File: src/rtl/ras_pkg.sv
// Shared definitions for the return-address stack: jump opcodes, stack op
// classes and the RISC-V link-register hint test.
package ras_pkg;

    localparam logic [6:0] OPC_JAL  = 7'b1101111;
    localparam logic [6:0] OPC_JALR = 7'b1100111;

    typedef enum logic [1:0] {RAS_NONE, RAS_PUSH, RAS_POP, RAS_POPPUSH} ras_op_e;

    function automatic logic is_link(input logic [4:0] r);
        return (r == 5'd1) || (r == 5'd5);
    endfunction

endpackage

File: src/rtl/ras_stack_if.sv
// Request/response bundle between the fetch/jump path and the return-address stack.
interface ras_stack_if #(
    parameter int unsigned XLEN = 32
);
    logic            valid;
    logic [6:0]      opcode;
    logic [4:0]      rd;
    logic [4:0]      rs1;
    logic [XLEN-1:0] rs1_val;
    logic [XLEN-1:0] pc_in;
    logic [XLEN-1:0] imm_in;
    logic            ckpt_save;
    logic            ckpt_restore;
    logic [XLEN-1:0] pc_jmp;
    logic            muxras;
    logic            empty;
    logic            full;
    logic            overflow;
    logic            underflow;

    modport master (
        output valid, opcode, rd, rs1, rs1_val, pc_in, imm_in, ckpt_save, ckpt_restore,
        input  pc_jmp, muxras, empty, full, overflow, underflow
    );

    modport slave (
        input  valid, opcode, rd, rs1, rs1_val, pc_in, imm_in, ckpt_save, ckpt_restore,
        output pc_jmp, muxras, empty, full, overflow, underflow
    );
endinterface

File: src/rtl/ras_classify.sv
// Combinational classification of a jump into a stack operation using the
// x1/x5 link-register hints.
module ras_classify
    import ras_pkg::*;
(
    input  logic       valid,
    input  logic [6:0] opcode,
    input  logic [4:0] rd,
    input  logic [4:0] rs1,
    output ras_op_e    op
);

    always_comb begin
        op = RAS_NONE;
        if (valid) begin
            if (opcode == OPC_JAL) begin
                if (is_link(rd)) op = RAS_PUSH;
            end else if (opcode == OPC_JALR) begin
                case ({is_link(rd), is_link(rs1)})
                    2'b01:   op = RAS_POP;
                    2'b10:   op = RAS_PUSH;
                    // Same link register on both sides is a call, not a coroutine swap.
                    2'b11:   op = (rd == rs1) ? RAS_PUSH : RAS_POPPUSH;
                    default: op = RAS_NONE;
                endcase
            end
        end
    end

endmodule

File: src/rtl/ras_stack.sv
// Circular return-address stack with one pointer checkpoint; outputs are
// registered and feed the PC select mux one cycle after the jump.
module ras_stack
    import ras_pkg::*;
#(
    parameter  int unsigned XLEN  = 32,
    parameter  int unsigned DEPTH = 16,
    localparam int unsigned PTR_W = $clog2(DEPTH)
) (
    input  logic         clk,
    input  logic         rst_n,
    ras_stack_if.slave   bus
);

    localparam logic [PTR_W:0] FULL_CNT = (PTR_W+1)'(DEPTH);

    logic [XLEN-1:0]  mem [DEPTH];
    logic [PTR_W-1:0] tos_q, tos_d, ckpt_tos_q, top_idx, wr_idx;
    logic [PTR_W:0]   count_q, count_d, ckpt_count_q;
    logic [XLEN-1:0]  pc_jmp_q, pc_jmp_d, push_tgt, ret_addr, jalr_sum;
    logic             muxras_q, muxras_d, ovf_q, ovf_d, unf_q, unf_d;
    logic             wr_en, do_push;
    ras_op_e          op;

    ras_classify u_classify (
        .valid  (bus.valid),
        .opcode (bus.opcode),
        .rd     (bus.rd),
        .rs1    (bus.rs1),
        .op     (op)
    );

    assign ret_addr = bus.pc_in + XLEN'(4);
    assign jalr_sum = bus.rs1_val + bus.imm_in;
    assign push_tgt = (bus.opcode == OPC_JAL) ? bus.pc_in + bus.imm_in
                                              : {jalr_sum[XLEN-1:1], 1'b0};
    assign top_idx  = tos_q - PTR_W'(1);

    always_comb begin
        tos_d    = tos_q;
        count_d  = count_q;
        pc_jmp_d = pc_jmp_q;
        muxras_d = 1'b0;
        ovf_d    = 1'b0;
        unf_d    = 1'b0;
        wr_en    = 1'b0;
        wr_idx   = tos_q;
        do_push  = 1'b0;
        if (bus.ckpt_restore) begin
            // Restore drops any same-cycle op; entries themselves are not rolled back.
            tos_d   = ckpt_tos_q;
            count_d = ckpt_count_q;
        end else begin
            case (op)
                RAS_PUSH: do_push = 1'b1;
                RAS_POP: begin
                    if (count_q != '0) begin
                        pc_jmp_d = mem[top_idx];
                        tos_d    = top_idx;
                        count_d  = count_q - 1'b1;
                        muxras_d = 1'b1;
                    end else begin
                        unf_d = 1'b1;
                    end
                end
                RAS_POPPUSH: begin
                    if (count_q != '0) begin
                        pc_jmp_d = mem[top_idx];
                        wr_en    = 1'b1;
                        wr_idx   = top_idx;
                        muxras_d = 1'b1;
                    end else begin
                        do_push = 1'b1;
                        unf_d   = 1'b1;
                    end
                end
                default: ;
            endcase
        end
        if (do_push) begin
            wr_en    = 1'b1;
            tos_d    = tos_q + PTR_W'(1);
            pc_jmp_d = push_tgt;
            muxras_d = 1'b1;
            if (count_q == FULL_CNT) ovf_d = 1'b1;
            else count_d = count_q + 1'b1;
        end
    end

    always_ff @(posedge clk) begin
        if (wr_en) mem[wr_idx] <= ret_addr;
    end

    always_ff @(posedge clk or negedge rst_n) begin
        if (!rst_n) begin
            tos_q        <= '0;
            count_q      <= '0;
            ckpt_tos_q   <= '0;
            ckpt_count_q <= '0;
            pc_jmp_q     <= '0;
            muxras_q     <= 1'b0;
            ovf_q        <= 1'b0;
            unf_q        <= 1'b0;
        end else begin
            tos_q    <= tos_d;
            count_q  <= count_d;
            pc_jmp_q <= pc_jmp_d;
            muxras_q <= muxras_d;
            ovf_q    <= ovf_d;
            unf_q    <= unf_d;
            if (bus.ckpt_save && !bus.ckpt_restore) begin
                ckpt_tos_q   <= tos_q;
                ckpt_count_q <= count_q;
            end
        end
    end

    assign bus.pc_jmp    = pc_jmp_q;
    assign bus.muxras    = muxras_q;
    assign bus.overflow  = ovf_q;
    assign bus.underflow = unf_q;
    assign bus.empty     = (count_q == '0);
    assign bus.full      = (count_q == FULL_CNT);

endmodule

File: src/flat_wrapper.sv
// flat-port wrapper written by rule: the top's interface ports become plain ports
module ras_stack_flat import ras_pkg::*;
#(
    parameter  int unsigned XLEN  = 32,
    parameter  int unsigned DEPTH = 16,
    localparam int unsigned PTR_W = $clog2(DEPTH)
)
  (clk, rst_n, bus_valid, bus_opcode, bus_rd, bus_rs1, bus_rs1_val, bus_pc_in, bus_imm_in, bus_ckpt_save, bus_ckpt_restore, bus_pc_jmp, bus_muxras, bus_empty, bus_full, bus_overflow, bus_underflow);
  ras_stack_if #(.XLEN(XLEN)) bus_i ();
  input  logic clk;
  input  logic rst_n;
  input wire logic [$bits(bus_i.valid)-1:0] bus_valid;
  input wire logic [$bits(bus_i.opcode)-1:0] bus_opcode;
  input wire logic [$bits(bus_i.rd)-1:0] bus_rd;
  input wire logic [$bits(bus_i.rs1)-1:0] bus_rs1;
  input wire logic [$bits(bus_i.rs1_val)-1:0] bus_rs1_val;
  input wire logic [$bits(bus_i.pc_in)-1:0] bus_pc_in;
  input wire logic [$bits(bus_i.imm_in)-1:0] bus_imm_in;
  input wire logic [$bits(bus_i.ckpt_save)-1:0] bus_ckpt_save;
  input wire logic [$bits(bus_i.ckpt_restore)-1:0] bus_ckpt_restore;
  output wire logic [$bits(bus_i.pc_jmp)-1:0] bus_pc_jmp;
  output wire logic [$bits(bus_i.muxras)-1:0] bus_muxras;
  output wire logic [$bits(bus_i.empty)-1:0] bus_empty;
  output wire logic [$bits(bus_i.full)-1:0] bus_full;
  output wire logic [$bits(bus_i.overflow)-1:0] bus_overflow;
  output wire logic [$bits(bus_i.underflow)-1:0] bus_underflow;
  assign bus_i.valid = bus_valid;
  assign bus_i.opcode = bus_opcode;
  assign bus_i.rd = bus_rd;
  assign bus_i.rs1 = bus_rs1;
  assign bus_i.rs1_val = bus_rs1_val;
  assign bus_i.pc_in = bus_pc_in;
  assign bus_i.imm_in = bus_imm_in;
  assign bus_i.ckpt_save = bus_ckpt_save;
  assign bus_i.ckpt_restore = bus_ckpt_restore;
  assign bus_pc_jmp = bus_i.pc_jmp;
  assign bus_muxras = bus_i.muxras;
  assign bus_empty = bus_i.empty;
  assign bus_full = bus_i.full;
  assign bus_overflow = bus_i.overflow;
  assign bus_underflow = bus_i.underflow;
  ras_stack #(.XLEN(XLEN), .DEPTH(DEPTH)) u_core (.clk(clk), .rst_n(rst_n), .bus(bus_i));
endmodule
File: config.mk
export PLATFORM = sky130hd
export DESIGN_NAME = ras_stack_flat
export DESIGN_NICKNAME = d
export VERILOG_FILES = /design/src/rtl/ras_pkg.sv /design/src/rtl/ras_stack_if.sv /design/src/rtl/ras_classify.sv /design/src/rtl/ras_stack.sv /design/src/flat_wrapper.sv
export SDC_FILE = /design/constraint.sdc
export NUM_CORES = 1
export LEC_CHECK = 0
export CAP_MARGIN = 20
export CORE_MARGIN = 1.5
export CORE_UTILIZATION = 54
export DETAILED_ROUTE_END_ITERATION = 6
export HOLD_SLACK_MARGIN = 0.05
export PLACE_DENSITY = 0.71
export SYNTH_ARGS = -nofsm -noshare
export SYNTH_HDL_FRONTEND = slang
export SYNTH_SLANG_ARGS = --single-unit
File: constraint.sdc
create_clock -name clk -period 6.19 [get_ports clk]
set_input_delay 1.238 -clock clk [delete_from_list [all_inputs] [get_ports clk]]
set_output_delay 1.238 -clock clk [all_outputs]
set_load 0.01 [all_outputs]
Yosys cells after proc, flatten, opt, wreduce, memory -nomap -nowiden
Memories as Yosys holds them, arrays and structs flattened.
Cells that the tools add are included.
{"block": "word_totals", "reg_bits": 53, "latch_bits": 0, "ramBits": 512, "rom_bits": 0, "inputBits": 118, "output_inout_bits": 37, "elab_cells": 80, "n_memories": 1}
{"block": "classes", "n_addsub": 7, "n_mul": 0, "div": 0, "order_cmp": 0, "eq_ne": 15, "shifts": 0, "mux": 38, "bitwise": 0, "reduce_logical": 11}
{"memory": "u_core.mem", "words": 16, "word_bits": 32, "rd": 1, "rd_ports_with_merged_regs": 0, "wr": 1, "line": "ras_stack.sv:17", "source": "logic [XLEN-1:0] mem [DEPTH];"}
{"cell": "32-bit 2-to-1 mux", "n": 5}
{"cell": "32-bit adder", "n": 2}
{"cell": "32-bit by 3-bit adder with 32-bit output, second input constant", "n": 1}
{"cell": "5-bit 2-to-1 mux", "n": 5}
{"cell": "4-bit 2-to-1 mux", "n": 6}
{"cell": "1-bit 2-to-1 mux", "n": 16}
{"cell": "7-bit equality test, second input constant", "n": 2}
{"cell": "5-bit by 1-bit equality test with 1-bit output, second input constant", "n": 2}
{"cell": "5-bit by 3-bit equality test with 1-bit output, second input constant", "n": 2}
{"cell": "2-bit equality test, second input constant", "n": 4}
{"cell": "2-bit 2-to-1 mux", "n": 4}
{"cell": "2-bit case mux with 3 select lines", "n": 1}
{"cell": "5-bit by 1-bit adder with 5-bit output, second input constant", "n": 1}
{"cell": "5-bit equality test", "n": 1}
{"cell": "5-bit equality test, second input constant", "n": 1}
{"cell": "5-bit zero test", "n": 1}
{"cell": "5-bit nonzero test", "n": 1}
{"cell": "5-bit by 1-bit subtractor with 5-bit output, second input constant", "n": 1}
{"cell": "4-bit by 1-bit adder with 4-bit output, second input constant", "n": 1}
{"cell": "2-bit by 1-bit equality test with 1-bit output, second input constant", "n": 2}
{"cell": "2-bit nonzero test", "n": 2}
{"cell": "4-bit by 1-bit subtractor with 4-bit output, second input constant", "n": 1}
{"cell": "3-bit AND reduction", "n": 1}
{"cell": "3-bit nonzero test", "n": 1}
{"cell": "6 further kinds", "n": 7}

Depth between registers and ports, before layout
Gate-level depths: netlist of the first run.
{"block": "depth", "word_depth": 13, "ltp_mapped": 16, "ltp_nobuf": 12}

Modules after synthesis
Synthesis of the first run repeated with hierarchy kept, for this count alone.
{"block": "unflattened", "hier_cells": 1711, "area_unflattened_um2": 26312.7}
{"module": "ras_stack", "instances": 1, "cells_per_inst": 1702, "area_per_inst_um2": 26252.7, "seq_area_each_um2": 16701.0}
{"module": "ras_classify", "instances": 1, "cells_per_inst": 9, "area_per_inst_um2": 60.1, "seq_area_each_um2": 0.0}

Worst setup path after synthesis of the first run
OpenSTA, ideal clock, no wires.
{"block": "synth_timing", "path_kind": "register -> register", "start": "register u_core.tos_q[0]", "end": "memory u_core.mem[1][0] (enable)", "setup_time_ps": 421, "arrival_ps": 4414, "required_ps": 5769, "path_slack_ps": 1355, "stages_incl_launch_ff": 14, "path_cell_list": "dfrtp_1 clkbuf_1 buf_2 buf_2 clkbuf_1 inv_1 ha_1 clkbuf_1 clkbuf_1 clkbuf_1 inv_1 nor3_1 a31oi_1 nor2_1"}
{"block": "synth_between", "elab_chain_cells": 4}
{"element": "start, declared", "line": "ras_stack.sv:18", "source": "logic [PTR_W-1:0] tos_q, tos_d, ckpt_tos_q, top_idx, wr_idx;"}
{"element": "start signal, assigned", "line": "ras_stack.sv:105", "source": "tos_q <= tos_d;"}
{"element": "4-bit by 1-bit subtractor with 4-bit output", "line": "ras_stack.sv:37", "source": "assign top_idx = tos_q - PTR_W'(1);"}
{"element": "4-bit 2-to-1 mux"}
{"element": "4-bit 2-to-1 mux", "line": "ras_stack.sv:54", "source": "case (op)"}
{"element": "4-bit 2-to-1 mux (*)", "line": "ras_stack.sv:49", "source": "if (bus.ckpt_restore) begin"}
{"element": "end, declared", "line": "ras_stack.sv:17"}
Every way passes the cells marked *; elsewhere a longest branch is shown, timed or not.

Worst setup path after layout of the first run
{"block": "layout_timing", "start": "input port bus_pc_in[0]", "end": "register u_core.pc_jmp_q[30] (netlist: u_core.bus.pc_jmp[30])"}
{"block": "layout_between", "elab_chain_cells": 3}
{"element": "start, declared", "line": "flat_wrapper.sv:17", "source": "input wire logic [$bits(bus_i.pc_in)-1:0] bus_pc_in;"}
{"element": "32-bit adder", "line": "ras_stack.sv:35", "source": "assign push_tgt = (bus.opcode == OPC_JAL) ? bus.pc_in + bus.imm_in"}
{"element": "32-bit 2-to-1 mux", "line": "ras_stack.sv:35"}
{"element": "32-bit 2-to-1 mux", "line": "ras_stack.sv:80", "source": "if (do_push) begin"}
{"element": "end signal, assigned", "line": "ras_stack.sv:107", "source": "pc_jmp_q <= pc_jmp_d;"}
{"element": "end, declared", "line": "ras_stack.sv:20", "source": "logic [XLEN-1:0] pc_jmp_q, pc_jmp_d, push_tgt, ret_addr, jalr_sum;"}
No other way between the ends.
A chain may end at the register's enable or synchronous reset.

==> results of run 1 <==
==> metal layers <==
metal / GRT usage / wire length, um
met1: 0.3782 / 27810
met2: 0.4457 / 32290
met3: 0.04083 / 4919
met4: 0.06781 / 1326
met5: 0 / 13
==> power groups by stage <==
stage / clock, mW / combinational (mW) / sequential [mW]
6_report: 3.28 / 2.74 / 4.31
3_5_place_dp: 0 / 2.71 / 4.39
5_1_grt: 3.46 / 2.93 / 4.32
3_3_place_gp: 0 / 2.70 / 4.39
4_1_cts: 3.33 / 2.74 / 4.31
2_1_floorplan: 0 / 2.11 / 4.29
==> final timing paths <==
path                                        start                     end  slack, ps  cells after the start
setup / recovery                     bus_pc_in[0]   u_core.bus.pc_jmp[30]       1590                     13
setup reg to reg                  u_core.tos_q[0]   u_core.bus.pc_jmp[23]       1800                     11
hold reg to reg            u_core.ckpt_count_q[0]  u_core.ckpt_count_q[0]        480                      2
min in group asynchronous                   rst_n   u_core.bus.pc_jmp[31]        780                      2
hold / removal             u_core.ckpt_count_q[0]  u_core.ckpt_count_q[0]        480                      2
max in group asynchronous                   rst_n         u_core.tos_q[0]       4830                      2
==> synth_stat cells, types with 26 or more instances <==
cell        n  area [um2]
inv_1      26       97.59
nor2b_1    39       244.0
nand2_1    99       371.6
xnor2_1    58       508.0
ha_1       66       825.8
a211oi_1   90       675.7
xor2_1     30       262.8
nor2_1     73       274.0
a21oi_1    94       470.5
mux4_2    128        2883
dfrtp_1    53        1326
edfxtp_1  512       15370
o21ai_0    57       285.3
clkbuf_1   65       244.0
mux2i_1    35       350.3
nand3_1    32       160.2
==> layout make-up <==
cell class | count | area, um2 | area share
inverters | 26 | 97.59 | 0.003187
flip-flops and latches | 565 | 16700 | 0.5456
clock buffers | 64 | 1431 | 0.04675
multi-input cells | 1028 | 9205 | 0.3006
well taps | 615 | 769.5 | 0.02513
repair buffers | 216 | 2077 | 0.06783
clock inverters | 36 | 334.1 | 0.01091
==> cell usage in the layout, fill, tap and decap left out, types with 7 or more instances in the layout <==
cell type and count:
nand4_1 15, clkinv_2 9, o21bai_1 9, inv_1 26
nand2_1 99, nor2b_1 39, a21oi_1 94, clkdlybuf4s50_1 153
ha_1 65, nor2_4 16, nor2_1 57, a31oi_1 15
o211ai_1 10, edfxtp_1 512, dfrtp_1 52, mux4_2 128
buf_4 56, nor3_1 25, nand3_1 32, a21o_1 25
clkbuf_1 8, xor2_1 29, clkbuf_16 56, and3_1 11
a211oi_1 90, clkinv_1 13, mux2i_1 35, mux2_2 7
xnor2_1 57, o21ai_0 57
==> state kept, by name (all words and copies together), names as in the netlist <==
name,count
u_core.bus.underflow,1
u_core.tos_q,4
u_core.ckpt_count_q,5
u_core.ckpt_tos_q,4
u_core.bus.muxras,1
u_core.bus.pc_jmp,32
u_core.mem,512
u_core.bus.overflow,1
u_core.count_q,5
==> worst max-delay path: stages <==
cell	delay [ps]
clkdlybuf4s50_1	940
ha_1	320
inv_1	60
fa_1	440
nor2b_4	150
o31a_1	180
o41a_1	200
a221oi_4	100
o31ai_4	370
a21oi_2	170
o41ai_1	470
xnor2_1	110
a221oi_1	320
==> metrics by stage <==
stage | instance area [um2] | instances | hold slack, ps
after CTS | 30510 | 2535 | 480.5
after floorplan | 26190 | 1705 | 444.6
after global routing | 30620 | 2550 | 515.8
after global placement | 28720 | 2432 | 459.0
final | 30620 | 2550 | 475.8
after detailed placement | 28740 | 2435 | 467.3
==> cell families after synthesis <==
| group | share of synthesized area |
|---|---|
| flip-flops | 0.6377 |
| AO/OA/AOI/OAI | 0.09254 |
| AND/OR/NAND/NOR | 0.06321 |
| multiplexers | 0.1270 |
| buffers and inverters | 0.01701 |
| XOR/XNOR | 0.02943 |
| adder cells (fa/ha/maj) | 0.03306 |
==> metrics, run 1 <==
Die W 223.2 um; clock latency on the worst-skew pair 610 ps; synth warn 0; vias per cell between 6 and 7; vias in the first global route approximately 16000; WL final ~66 mm; clk buf depth 3; post-synthesis async set-or-reset flop share 0.09381; Pwr Total roughly 10 mW; fraction of the yosys area taken by sequential cells 0.6377; Logic pwr share 0.265; Max-Cap Viols 0; Worst Path Max Fanout 17; Main synth FF type edfxtp_1; initial antenna violation count 1; HPWL Detailed about 43 mm; CTS tree yes; post-CTS setup repair buffer count 0; Initial Util 0.5474; Post-synth EDFFs a little over 500; Worst setup SP type input port; Pleak a little over 10 nW; iteration count of the initial detailed-routing pass 7; Synth Instances around 1700; library cells used by synthesis roughly 70; initial DRC count about 1700; share of layout cells above drive strength 1 0.1659; worst setup slack after layout approximately 1600 ps; clock sink count between 500 and 600; clock power share 0.318; via count 16110; nets a little over 2000; PortBufs between 150 and 200; Post-Synthesis Cell Area between 0.02 and 0.03 mm2; Setup WS pre-CTS approximately 1000 ps; gr ovfl total 0; hold-fix buffers at CTS 0; Min-Delay Path Class reg2reg; relative slew slack 0.2419; drt drc 0; Reg power frac 0.417; Avg WL per Cell approximately 26 um; sw power between 2 and 3 mW; post-synthesis register bit count around 570; crit end category flip-flop; Pint between 7 and 8 mW; CTS root buf clkbuf_16; Hold Vio Cnt, Final 0; Setup TNS Final 0 ps; Worst EP required between 6000 and 7000 ps; Net Count, Synth about 1900; die footprint around 0.050 mm2; min cycle time layout ~4600 ps; CP arrival 5080 ps; post-CTS sizing 0; Mean Syn Cell Area 15.36 um2; post-route ant nets 0; pin count of the biggest net entering global routing just under 100; period utilization 0.7436; diode count 0; switching power share of the total 0.2846; RePlAce Congestion just over 0.9; Setup Viol. Count Final 0; fmax 217.3 MHz; utilization after layout 0.6400; Reg clk slew, reported paths 60 ps; Max IR drop VDD between 200 and 250 uV; I/O Pins 155; Core Region roughly 0.048 mm2; fillers approximately 3400; num rows 80; Area growth syn-to-layout 16.92%; Clock Skews approximately 21 ps; worst slew pin tran approximately 1100 ps; Overall Global Routing Usage 0.2692; outcome finished clean; RSZ-0062 raised after global routing no; first-pass GRT wire length approximately 99 mm; Num CTS Buffers 55; DIE HEIGHT between 200 and 250 um; htree depth 2; fin. max-slew vios 0; CP Class in2reg; PwrDens 337.1 mW/mm2
(Power assumes the default switching activity.)
==> run 2: changes to the inputs <==
--- a/config.mk
+++ b/config.mk
@@ -10,7 +10,7 @@
 export CORE_UTILIZATION = 54
 export DETAILED_ROUTE_END_ITERATION = 6
 export HOLD_SLACK_MARGIN = 0.05
-export PLACE_DENSITY = 0.71
+export PLACE_DENSITY = 0.74
 export SYNTH_ARGS = -nofsm -noshare
 export SYNTH_HDL_FRONTEND = slang
 export SYNTH_SLANG_ARGS = --single-unit
==> constraint.sdc (replaced) <==
create_clock -name clk -period 4 [get_ports clk]
set_input_delay 0.8 -clock clk [delete_from_list [all_inputs] [get_ports clk]]
set_output_delay 0.8 -clock clk [all_outputs]
set_load 0.01 [all_outputs]
==> metrics, run 2 (synthesis gave the netlist of run 1 again) <==
HPWL Detailed 44.73 mm (was 42.68 mm); PortBufs 154 (unchanged); hold-fix buffers at CTS 0 (unchanged); post-route ant nets 0 (unchanged); Initial Util 0.5474 (unchanged); largest register by flop count u_core.mem (unchanged); initial antenna violation count 1 (unchanged); commonest non-fill, non-tap cell in the layout edfxtp_1 (unchanged); Avg WL per Cell 25.98 um (was 26.03 um); Min-Delay Path Class in2async (was reg2reg); Num CTS Buffers 55 (unchanged); Logic pwr share 0.282 (was 0.265); Max IR drop VDD 459.4 uV (was 202.1 uV); drt drc 0 (unchanged); Setup Viol. Count Final 0 (unchanged); outcome finished clean (unchanged); CTS root buf clkbuf_16 (unchanged); Pwr Total 16.27 mW (was 10.32 mW); vias per cell 6.352 (was 6.317); clk buf depth 3 (unchanged); fmax roughly 270 MHz; WL final 69.07 mm (was 66.36 mm); worst slew pin tran 1197 ps (was 1132 ps); nets 2184 (was 2078); post-CTS setup repair buffer count 0 (unchanged); clock sink count 565 (unchanged); fin. max-slew vios 0 (unchanged); busiest grt layer met2 (unchanged); Worst EP required 4490 ps (was 6670 ps); initial DRC count 1713 (was 1697); Hold Vio Cnt, Final 0 (unchanged); RSZ-0062 raised after global routing no (unchanged); CTS tree yes (unchanged); Clock Skews 27.04 ps (was 20.85 ps); Worst setup SP type input port (unchanged); post-CTS sizing 0 (unchanged); FF-to-FF Start u_core.count_q[0] (was u_core.tos_q[0]); die footprint 0.04983 mm2 (unchanged); DIE HEIGHT 223.2 um (unchanged); Reg clk slew, reported paths 60 ps (about the same); RePlAce Congestion 0.9298 (was 0.9245); register area 0.01670 mm2 (unchanged); Die W 223.2 um (unchanged); most frequent cells in the layout edfxtp_1 (512), clkdlybuf4s50_1 (153), buf_4 (147) (was edfxtp_1 (512), clkdlybuf4s50_1 (153), mux4_2 (128)); htree depth 2 (unchanged); Area growth syn-to-layout 20.83% (was 16.92%); Largest register FFs 512 (unchanged); pin count of the biggest net entering global routing 96 (was 97); period utilization 0.9106; Pint 11.65 mW (was 7.384 mW); met2 usage 0.4688 (was 0.4457); Pleak 11.00 nW (was 10.40 nW); grt met3 use 0.04478 (was 0.04083); clock latency on the worst-skew pair 620 ps (was 610 ps); CP arrival 4140 ps (was 5080 ps); CP startpoint bus_pc_in[0] (unchanged); area occupied by multi-input gates 0.009228 mm2 (was 0.009205 mm2); Worst Path Max Fanout 4 (was 17); min cycle time layout ~3600 ps; clock power share 0.316 (was 0.318); PwrDens 514.1 mW/mm2 (was 337.1 mW/mm2); fillers 3234 (was 3422); Core Region 0.04785 mm2 (unchanged); utilization after layout 0.6614 (was 0.6400); met1 Resource Use GR 0.3837 (was 0.3782); iteration count of the initial detailed-routing pass 5 (was 7); sw power 4.613 mW (was 2.937 mW); CP Class in2reg (unchanged); Reg power frac 0.402 (was 0.417); Finished Cell Area 0.03164 mm2 (was 0.03062 mm2); WHS 182.5 ps (was 475.8 ps); placed inst area 0.02975 mm2 (was 0.02874 mm2); first-pass GRT wire length 104.0 mm (was 99.12 mm); via count 16890 (was 16110); vias in the first global route 17280 (was 16080); switching power share of the total 0.2836 (was 0.2846); crit end category flip-flop (unchanged); relative slew slack 0.1960 (was 0.2419); num rows 80 (unchanged); Overall Global Routing Usage 0.2802 (was 0.2692); I/O Pins 155 (unchanged); gr ovfl total 0 (unchanged); Max-Cap Viols 0 (unchanged); share of layout cells above drive strength 1 0.2066 (was 0.1659)
run 2: changes by cell type in the layout (fill, tap and decap cells not counted), moves of 2 or more:
cell	delta
xnor2_2	+3
clkinv_2	-5
clkinv_8	-2
clkinv_1	+2
buf_4	+91
xnor2_1	-3
clkbuf_1	+8
clkinvlp_4	-2
buf_12	+15
run 2: path summary, 6_finish.rpt:
kind | end | slack [ps] | cells past startpoint
max reg2reg | u_core.mem[11][5] | 570 | 13
min reg2reg | u_core.ckpt_count_q[1] | 480 | 2
max | u_core.bus.pc_jmp[30] | 360 | 14
max in group asynchronous | u_core.bus.pc_jmp[11] | 2870 | 2
min | u_core.bus.overflow | 180 | 1
min in group clk | u_core.ckpt_count_q[1] | 480 | 2
run 2: stage by stage:
step                      setup TNS, ps  setup WS (ps)  cells
after detailed placement          -3962         -239.7   2545
after floorplan                 -131530         -459.0   1705
after global routing                  0          156.9   2659
final                                 0          357.7   2659
after global placement           -720.8         -204.9   2545
after CTS                             0          346.6   2647
run 2: layout make-up:
cell class,instances,share of cell area
clock inverters,30,0.01012
diodes,1,0.00007908
inverters,26,0.003084
clock buffers,72,0.04618
multi-input cells,1028,0.2916
repair buffers,322,0.09671
well taps,615,0.02432
flip-flops and latches,565,0.5279
run 2: metal layers:
metal | up-vias | part of all wire
met5 | - | 0
met4 | 0 | 0.022
met3 | 114 | 0.075
met2 | 786 | 0.49
met1 | 8602 | 0.41
li1 | 7388 | -
run 2: critical path, stage by stage:
cell and delay, ps:
clkdlybuf4s50_1 470, buf_4 180, ha_1 180, inv_1 60, fa_1 420, nor2b_4 130
o31a_1 180, o41a_1 200, a221oi_4 100, o31ai_4 380, a21oi_2 160, o41ai_1 440
xnor2_1 110, a221oi_1 310
run 2: power by group through the flow:
stage	logic [mW]	registers, mW	clock network (mW)
6_report	4.58	6.54	5.14
5_1_grt	4.89	6.54	5.42
3_3_place_gp	4.46	6.66	0
4_1_cts	4.58	6.54	5.20
2_1_floorplan	3.27	6.63	0
3_5_place_dp	4.52	6.66	0
==> run 3: changes to the inputs <==
--- a/config.mk
+++ b/config.mk
@@ -11,6 +11,7 @@
 export DETAILED_ROUTE_END_ITERATION = 6
 export HOLD_SLACK_MARGIN = 0.05
 export PLACE_DENSITY = 0.74
+export SKIP_LAST_GASP = 1
 export SYNTH_ARGS = -nofsm -noshare
 export SYNTH_HDL_FRONTEND = slang
 export SYNTH_SLANG_ARGS = --single-unit
==> results of run 3 <==
Same layout as run 2: the final DEF is identical, and so are final timing and power.
